`src/rtl/encoder_pkg.sv`:
```
// ---------------------------------------------------------------------------
// encoder_pkg
// Shared constants and types for the 8-to-3 handshake request encoder.
//   REQ_N       : number of request lines (8)
//   IDX_W       : width of an encoded index (3)
//   idx_t       : 3-bit request index
//   enc_state_t : grant FSM state (IDLE / HOLD)
//   idxToMask   : converts an index into a one-hot request mask
// Optional feature macro used by the encoder: ENCODER_8_3_HS_ROUND_ROBIN_EN
// ---------------------------------------------------------------------------
package encoder_pkg;

    localparam int REQ_N = 8;
    localparam int IDX_W = 3;

    typedef logic [IDX_W-1:0] idx_t;

    typedef enum logic {
        IDLE,
        HOLD
    } enc_state_t;

    // One-hot mask of the request line selected by idx, used to clear the
    // granted pending bit when the consumer accepts it.
    function automatic logic [REQ_N-1:0] idxToMask(input idx_t idx);
        logic [REQ_N-1:0] mask;
        mask = '0;
        mask[idx] = 1'b1;
        return mask;
    endfunction

endpackage

```
`src/rtl/encoder_8_3_hs_prio_find_8.sv`:
```
// ---------------------------------------------------------------------------
// prio_find_8
// Combinational circular priority finder. Scans vec_i downward starting at
// start_i (start_i, start_i-1, ..., 0, 7, ..., start_i+1) and reports the
// first set bit.
// Ports:
//   vec_i   [7:0] : candidate request vector
//   start_i [2:0] : index examined first
//   found_o       : at least one bit of vec_i is set
//   idx_o   [2:0] : index of the first set bit in scan order (0 if none)
// ---------------------------------------------------------------------------
module prio_find_8
    import encoder_pkg::*;
(
    input  logic [REQ_N-1:0] vec_i,
    input  idx_t             start_i,
    output logic             found_o,
    output idx_t             idx_o
);

    idx_t cand;

    // Walk the scan order from the far end back towards start_i so that the
    // last hit written is the one closest to start_i, i.e. the winner.
    always_comb begin
        found_o = 1'b0;
        idx_o   = '0;
        cand    = '0;
        for (int k = REQ_N - 1; k >= 0; k--) begin
            cand = start_i - idx_t'(k);
            if (vec_i[cand]) begin
                found_o = 1'b1;
                idx_o   = cand;
            end
        end
    end

endmodule

```
`src/rtl/encoder_8_3_hs.sv`:
```
// ---------------------------------------------------------------------------
// encoder_8_3_hs
// Registered 8-to-3 request encoder with a valid/ready output handshake.
// Rising edges on In are captured into a pending register; one pending index
// at a time is presented on Out and its bit is cleared when the consumer
// accepts it (valid && ready at a rising clock edge).
// Ports:
//   clk           : clock, all state changes on the rising edge
//   rst           : synchronous active-high reset
//   E             : capture enable for new request edges
//   In      [7:0] : request lines, a 0->1 transition is one request
//   ready         : consumer accepts Out when valid is high
//   Out     [2:0] : encoded index of the current grant
//   valid         : Out holds an unaccepted grant
//   pending [7:0] : current pending register
// Configuration macro: ENCODER_8_3_HS_ROUND_ROBIN_EN
//   defined   : rotating priority, scan starts just below the last grant
//   undefined : fixed priority, highest index wins
// ---------------------------------------------------------------------------
module encoder_8_3_hs
    import encoder_pkg::*;
(
    input  logic       clk,
    input  logic       rst,
    input  logic       E,
    input  logic [7:0] In,
    input  logic       ready,
    output logic [2:0] Out,
    output logic       valid,
    output logic [7:0] pending
);

    logic [REQ_N-1:0] in_q;
    logic [REQ_N-1:0] pend_q;
    logic [REQ_N-1:0] pend_d;
    logic [REQ_N-1:0] setMask;
    logic [REQ_N-1:0] clrMask;
    logic [REQ_N-1:0] scanVec;
    enc_state_t       state_q;
    idx_t             out_q;
    logic             valid_q;
    logic             handshake;
    idx_t             scanStart;
    logic             found;
    idx_t             foundIdx;

`ifdef ENCODER_8_3_HS_ROUND_ROBIN_EN
    idx_t             last_q;

    // Rotating priority: start just below the previous grant so the line
    // that was just served is examined last. The 3-bit subtraction wraps
    // 0 back to 7, so the reset value of 0 starts the first scan at 7.
    always_comb begin
        scanStart = last_q - idx_t'(1);
    end
`else
    // Fixed priority: always begin the scan at the highest request line.
    always_comb begin
        scanStart = idx_t'(REQ_N - 1);
    end
`endif

    // Next pending value: clear the accepted grant, then OR in new edges so
    // a re-request on the granted line during its handshake is kept. While
    // in HOLD the next grant is chosen from this next value so back-to-back
    // grants see requests arriving in the handshake cycle; from IDLE only
    // the registered pending bits are eligible.
    always_comb begin
        handshake = (state_q == HOLD) && valid_q && ready;
        setMask   = E ? (In & ~in_q) : '0;
        clrMask   = handshake ? idxToMask(out_q) : '0;
        pend_d    = (pend_q & ~clrMask) | setMask;
        scanVec   = (state_q == HOLD) ? pend_d : pend_q;
    end

    prio_find_8 u_prio_find (
        .vec_i   (scanVec),
        .start_i (scanStart),
        .found_o (found),
        .idx_o   (foundIdx)
    );

    // Edge capture, pending register and the grant FSM. Out and valid are
    // registered and only move on an IDLE->HOLD transition or an accepted
    // handshake, so they stay stable while the consumer stalls.
    always_ff @(posedge clk) begin
        if (rst) begin
            in_q    <= '0;
            pend_q  <= '0;
            state_q <= IDLE;
            out_q   <= '0;
            valid_q <= 1'b0;
`ifdef ENCODER_8_3_HS_ROUND_ROBIN_EN
            last_q  <= '0;
`endif
        end else begin
            in_q   <= In;
            pend_q <= pend_d;
            case (state_q)
                IDLE: begin
                    if (found) begin
                        out_q   <= foundIdx;
                        valid_q <= 1'b1;
                        state_q <= HOLD;
`ifdef ENCODER_8_3_HS_ROUND_ROBIN_EN
                        last_q  <= foundIdx;
`endif
                    end else begin
                        valid_q <= 1'b0;
                    end
                end
                HOLD: begin
                    if (handshake) begin
                        if (found) begin
                            out_q   <= foundIdx;
                            valid_q <= 1'b1;
`ifdef ENCODER_8_3_HS_ROUND_ROBIN_EN
                            last_q  <= foundIdx;
`endif
                        end else begin
                            valid_q <= 1'b0;
                            state_q <= IDLE;
                        end
                    end
                end
                default: begin
                    valid_q <= 1'b0;
                    state_q <= IDLE;
                end
            endcase
        end
    end

    assign Out     = out_q;
    assign valid   = valid_q;
    assign pending = pend_q;

endmodule

```
`config.mk`:
```
export PLATFORM = sky130hd
export DESIGN_NAME = encoder_8_3_hs
export DESIGN_NICKNAME = d
export VERILOG_FILES = /design/src/rtl/encoder_pkg.sv /design/src/rtl/encoder_8_3_hs_prio_find_8.sv /design/src/rtl/encoder_8_3_hs.sv
export SDC_FILE = /design/constraint.sdc
export NUM_CORES = 1
export LEC_CHECK = 0
export ABC_CLOCK_PERIOD_IN_PS = 1710
export CORE_AREA = 2 2 61 63
export CTS_CLUSTER_DIAMETER = 120
export DETAILED_ROUTE_END_ITERATION = 8
export DIE_AREA = 0 0 63 65
export PLACE_DENSITY = 0.55
export SYNTH_ARGS = -nofsm -noshare
export SYNTH_HDL_FRONTEND = slang
export SYNTH_SLANG_ARGS = --single-unit
```
`constraint.sdc`:
```
create_clock -name clk -period 1.71 [get_ports clk]
set_input_delay 0.171 -clock clk [delete_from_list [all_inputs] [get_ports clk]]
set_output_delay 0.171 -clock clk [all_outputs]
set_load 0.01 [all_outputs]
```
* Yosys cells after proc, flatten, opt, wreduce, memory -nomap -nowiden
Index checks and enable logic that the tools add are counted.
** Word-level totals
- Register bits after elaboration :: 21
- Output and inout port bits :: 12
** Cells by class
- $lt $le $gt $ge :: 2
- Equality and inequality tests :: 1
- Mux-type cells :: 28
- Bitwise operators :: 6
- Reductions and logical operators :: 3
** Operators by type and width (count)
- 2-to-1 mux 8 bit :: 3
- 2-to-1 mux 3 bit :: 6
- bitwise AND 8 bit :: 2
- NOT 8 bit :: 2
- 2-to-1 mux 1 bit :: 13
- bitwise OR 8 bit :: 1
- case mux 3 bit (2 select lines) :: 1
- less-than comparator 3 x 4 -> 1 bit (second input constant) :: 1
- 2-to-1 mux 2 bit :: 2
- case mux 1 bit (2 select lines) :: 2
- demux 1 bit (select 3 bit) :: 1
- >= comparator 3 x 1 -> 1 bit (second input constant) :: 1
- logical AND 1 bit :: 3
- != test 2 x 1 -> 1 bit (second input constant) :: 1
- NOT 1 bit :: 1

* Logic depth before layout (Yosys ltp)
- Depth after elaboration :: 20
- Depth in mapped cells :: 7
- Mapped depth without buffers :: 6

* By module
Synthesis repeated with hierarchy kept, for this count alone.
** Second synthesis, totals
- Cell total of the unflattened synthesis :: 188
- Area, all modules :: 1641.6 um^2
** Modules (own cells, without submodules)
- encoder_8_3_hs :: instances 1, cells each 103, area an instance 882.1 um^2, sequential area each 420.4 um^2
- prio_find_8 :: instances 1, cells each 85, area an instance 759.5 um^2, sequential area each 0.0 um^2

* Least setup slack after synthesis
Ideal clock, no wire load.
- Path type :: reg-to-reg
- Start :: register out_q[2] (netlist: Out[2])
- End :: register out_q[0] (netlist: Out[0])
- Setup time :: 0.119 ns
- Arrival time :: 1.526 ns
- Data required time :: 1.591 ns
- Setup slack :: 0.065 ns
- Cell stages (with the launch flop) :: 7
- Path through :: dfxtp_1 nand2b_2 a22o_1 a21oi_2 nor4b_4 a21oi_1 o221a_1
** Between the ends
- Cells in the longest elaborated chain, start to end :: 20
- Elaborated cells on any way between the ends :: 28
- Classes of those cells :: 2 x order compare; 22 x mux; 3 x bitwise; 1 x reduce/logical
** RTL lines
- start, declared :: RTL line encoder_8_3_hs.sv:40 : idx_t out_q;
- start signal, assigned :: RTL line encoder_8_3_hs.sv:102 : out_q <= foundIdx;
- start signal, assigned :: RTL line encoder_8_3_hs.sv:115 : out_q <= foundIdx;
- less-than comparator 3 x 4 -> 1 bit (not written as such) or >= comparator 3 x 1 -> 1 bit (tied branches) :: RTL line encoder_pkg.sv:28 : mask[idx] = 1'b1;
- logical AND 1 bit (not written as such) :: RTL line encoder_pkg.sv:28
- 2-to-1 mux 1 bit (not written as such) :: RTL line encoder_pkg.sv:28
- demux 1 bit (select 3 bit) * :: RTL line encoder_pkg.sv:28
- 2-to-1 mux 8 bit * :: RTL line encoder_8_3_hs.sv:71 : clrMask = handshake ? idxToMask(out_q) : '0;
- NOT 8 bit * :: RTL line encoder_8_3_hs.sv:72 : pend_d = (pend_q & ~clrMask) | setMask;
- bitwise AND 8 bit * :: RTL line encoder_8_3_hs.sv:72
- bitwise OR 8 bit * :: RTL line encoder_8_3_hs.sv:72
- 2-to-1 mux 8 bit * :: RTL line encoder_8_3_hs.sv:73 : scanVec = (state_q == HOLD) ? pend_d : pend_q;
- 2-to-1 mux 1 bit (8 in series) :: RTL line encoder_8_3_hs_prio_find_8.sv:31 : if (vec_i[cand]) begin
- 2-to-1 mux 3 bit * :: RTL line encoder_8_3_hs.sv:101, encoder_8_3_hs.sv:114
- 2-to-1 mux 3 bit :: RTL line encoder_8_3_hs.sv:113 : if (handshake) begin
- case mux 3 bit (2 select lines) * :: RTL line encoder_8_3_hs.sv:99 : case (state_q)
Every way passes the cells marked *; elsewhere a longest branch is shown, timed or not. The select of a mux whose other input is x is not followed.
A chain may end at the register's enable or synchronous reset.

* Worst setup path after layout
- Start :: register out_q[0] (netlist: Out[0])
- End :: register out_q[1] (netlist: Out[1])
Same word-level chain as after synthesis.

==> metrics.md <==
| Metric | Value |
|---|---|
| Number of slew-limit violations in the final report | 0 |
| Post-detailed-route via-to-cell ratio | 4.79 |
| Slew of the pin with the lowest slew margin | 389 ps |
| Placed insts | 202 |
| Post-layout nets | 173 |
| Global-route congestion overflow total | 0 |
| Worst-case clock skew | 10.7 ps |
| Row count | 22 |
| Initial antenna violation count | 0 |
| Post-placement setup slack | -411 ps |
| WL per Instance | 13.4 um |
| Area grow syn2layout | 57.3% |
| Post-synth EDFFs | 0 |
| TritonCTS clock tree | yes |
| Cells after synthesis | 112 |
| Cell types occupying the most area after synthesis | dfxtp_1 (42%), nor2b_1 (8.2%), nand2_1 (6.4%), a21oi_1 (6.1%), o21ai_0 (5.1%) |
| Required time at the worst-slack endpoint | 1940 ps |
| GRT Resource Usage Total | 0.141 |
| Critical-path maximum fanout | 5 |
| Hold Crit Class | primary input to flop |
| Root buffer cell | clkbuf_4 |
| Filler Cells Inserted | 369 |
| Cell seen most often among critical-path stages | buf_4 |
| Sw Pwr | 0.373 mW |
| Antenna diode count | 0 |
| Largest family of logic cells by synthesized area | simple AND/OR/NAND/NOR gates |
| Clock group share of total power | 0.210 |
| Clock insertion delay at the later pin of the skew report | 310 ps |
| Weighted congestion at the end of routability-driven global placement | 0.901 |
| Starting DRT DRC Count | 77 |
| Worst Path Arrival | 2060 ps |
| Placeable core region | 0.00350 mm2 |
| Number of nets still failing antenna checks after routing | 0 |
| Category of the most critical setup path | flop to flop |
| Detailed-route via count | 997 |
| Violations in the final reports | setup timing |
| First-pass GRT wire length | 4.53 mm |
| # hold bufs at CTS | 0 |
| Capturing element type of the critical path | flop |
| I/O Buffers | 23 |
| Count of non-filler cells in the finished layout | 208 |
| Status | finished with violations |
| Share of the synthesized area in the top cell type | 0.425 |
| # Max-Cap Violations | 0 |
| Type of origin of the critical path | flop |
| Count of endpoints failing hold in the final timing report | 0 |
| Warnings from Yosys | 0 |
| Largest net degree at the start of global routing | 14 |
| Nets in the synthesized netlist | 124 |
| Combinational share of power | 0.320 |
| Post-route clock period utilization | 1.07 |
| Final worst setup slack | -118 ps |
| Adder-cell share of the synthesized area | 0 |
| Highest Clock Rate | 0.547 GHz |
| Unique masters post-synth | 34 |
| Syn Area/Cell | 8.84 um2 |
| Synthesized-area fraction occupied by and/or/nand/nor cells | 0.317 |
| Number of optimization iterations in the first detailed-route pass | 4 |
| Cells along the critical path | buf_4 -> nand4b_1 -> o21ai_2 -> nand4_1 -> buf_4 -> a31oi_1 -> o21ai_0 -> mux2i_1 |
| Clock transition at path regs | 130 ps |
| Post-detail-place hpwl | 2.03 mm |
| Max H-tree Level | 1 |
| Max rail drop VDD | 0.361 mV |
| CP max stage cell | dfxtp_4 |
| Part of the Yosys area used for sequential elements | 0.425 |
| Number of top-level design ports | 24 |
| Clock sinks | 21 |
| Remaining max-slew budget at the tightest pin | 0.740 |
| DR DRC count | 0 |
| Total internal power | 0.837 mW |
| Total setup violations reported at the end of the flow | 4 |
| Fraction of registers with async set or reset after synthesis | 0 |
| Peak per-stage delay on the critical path | 390 ps |
| Netlist area before placement | 990 um2 |
| Total CTS buffers | 3 |
| Floorplan die height | 65 um |
| Width of the die | 63 um |
| Pleak | 0.624 nW |
| Post-layout minimum cycle time | 1830 ps |
| Number of storage elements in the synthesis netlist | 21 |
| Number of global-route vias before repair | 975 |
| Share of cell area taken by muxes after synthesis | 0.0101 |
| Share of layout cells above drive strength 1 | 0.331 |
| Number of buffers between clock root and the deepest sink | 2 |
| Sequential fraction of design power | 0.470 |
| Pwr Density | 778 mW/mm2 |
| Synthesized-area fraction occupied by xor and xnor cells | 0 |
| Highest-count cells in the layout ignoring fill and taps | buf_4 (24), clkdlybuf4s50_1 (22), dfxtp_1 (17) |
| Routed wire length | 2.79 mm |
| Share of total power consumed by net switching | 0.308 |
| Post-synth top flop | dfxtp_1 |
| Synthesized-area fraction occupied by ao, oa, aoi and oai cells | 0.216 |
| Die outline area | 0.00410 mm2 |
| Most common cell after layout, fill and taps aside | buf_4 |
| Library cell occupying the most area in the post-synthesis netlist | dfxtp_1 |
| Initial core utilization | 0.283 |
| Setup repair after global routing missed its margin | yes |
==> state kept, by name, indices dropped and copies added, names as in the netlist <==
name,count
in_q,8
pending,8
Out,3
state_q,1
valid,1
==> final timing paths <==
check               start         end  slack, ps  depth (start not counted)
setup / recovery   Out[0]      Out[1]       -120                          8
hold / removal      ready     state_q        310                          4
setup reg to reg   Out[0]      Out[1]       -120                          8
hold reg to reg   in_q[2]  pending[2]        520                          3
==> final cells by class <==
class	count	area, um2	area share
multi-input combinational	85	607	0.390
sequential	21	430	0.277
clock buffer	3	22.5	0.0145
timing repair buffer	48	424	0.273
clock inverter	1	5.00	0.00322
tap	48	60.1	0.0386
inverter	2	7.51	0.00482
==> repair_timing <==
item	CTS	global route
resized for setup	13	12
setup endpoints to repair	5	5
setup buffers	1	1
pin swaps	6	10
endpoints found under the hold margin	0	0
==> worst max-delay path: cells and delay by family, from the launching register on <==
kind	cells	cell delay, ps
buf+inv	2	300
mux	1	180
compound gates	3	470
flops	1	390
simple gates	2	400
==> metal layers <==
metal  wire, um  track usage  vias to the layer above
met1       1290        0.182                      456
met2       1290        0.227                       34
met5          0            0                        -
li1           -            -                      500
met4         68       0.0778                        0
met3        139       0.0208                        7
==> power by group through the flow <==
stage | clock, mW | sequential, mW | combinational [mW]
6_report | 0.254 | 0.569 | 0.388
2_1_floorplan | 0 | 0.579 | 0.154
3_5_place_dp | 0 | 0.571 | 0.344
4_1_cts | 0.264 | 0.564 | 0.364
3_3_place_gp | 0 | 0.570 | 0.342
5_1_grt | 0.283 | 0.575 | 0.419
==> Yosys cell counts, drive strengths merged (2+ instances only) <==
cell / instances
nand4: 2
dfxtp: 21
a21boi: 2
inv: 2
nor2b: 13
a211oi: 2
nand3: 2
and4b: 2
nand2: 18
a21oi: 13
nand4b: 2
and2: 3
buf: 2
clkbuf: 2
nand3b: 3
o21ai: 11
==> cell families (layout without fill, tap and decap cells) <==
group	count (synthesis)	after routing
mux	1	1
compound gates	34	34
flops	21	21
simple gates	50	50
buf+inv	6	54
==> stage by stage <==
| stage | hold slack (ps) | cell area [um2] | TNS, ps | total power, mW | utilization |
|---|---|---|---|---|---|
| after floorplan | 299 | 990 | 0 | 0.733 | - |
| after global placement | 493 | 1430 | -1550 | 0.912 | 0.409 |
| after detailed placement | 503 | 1430 | -1750 | 0.915 | 0.409 |
| after CTS | 403 | 1500 | -20.8 | 1.19 | 0.429 |
| after global routing | 373 | 1560 | -632 | 1.28 | 0.445 |
| final | 308 | 1560 | -272 | 1.21 | 0.445 |
Power figures use the tool's default switching activity.
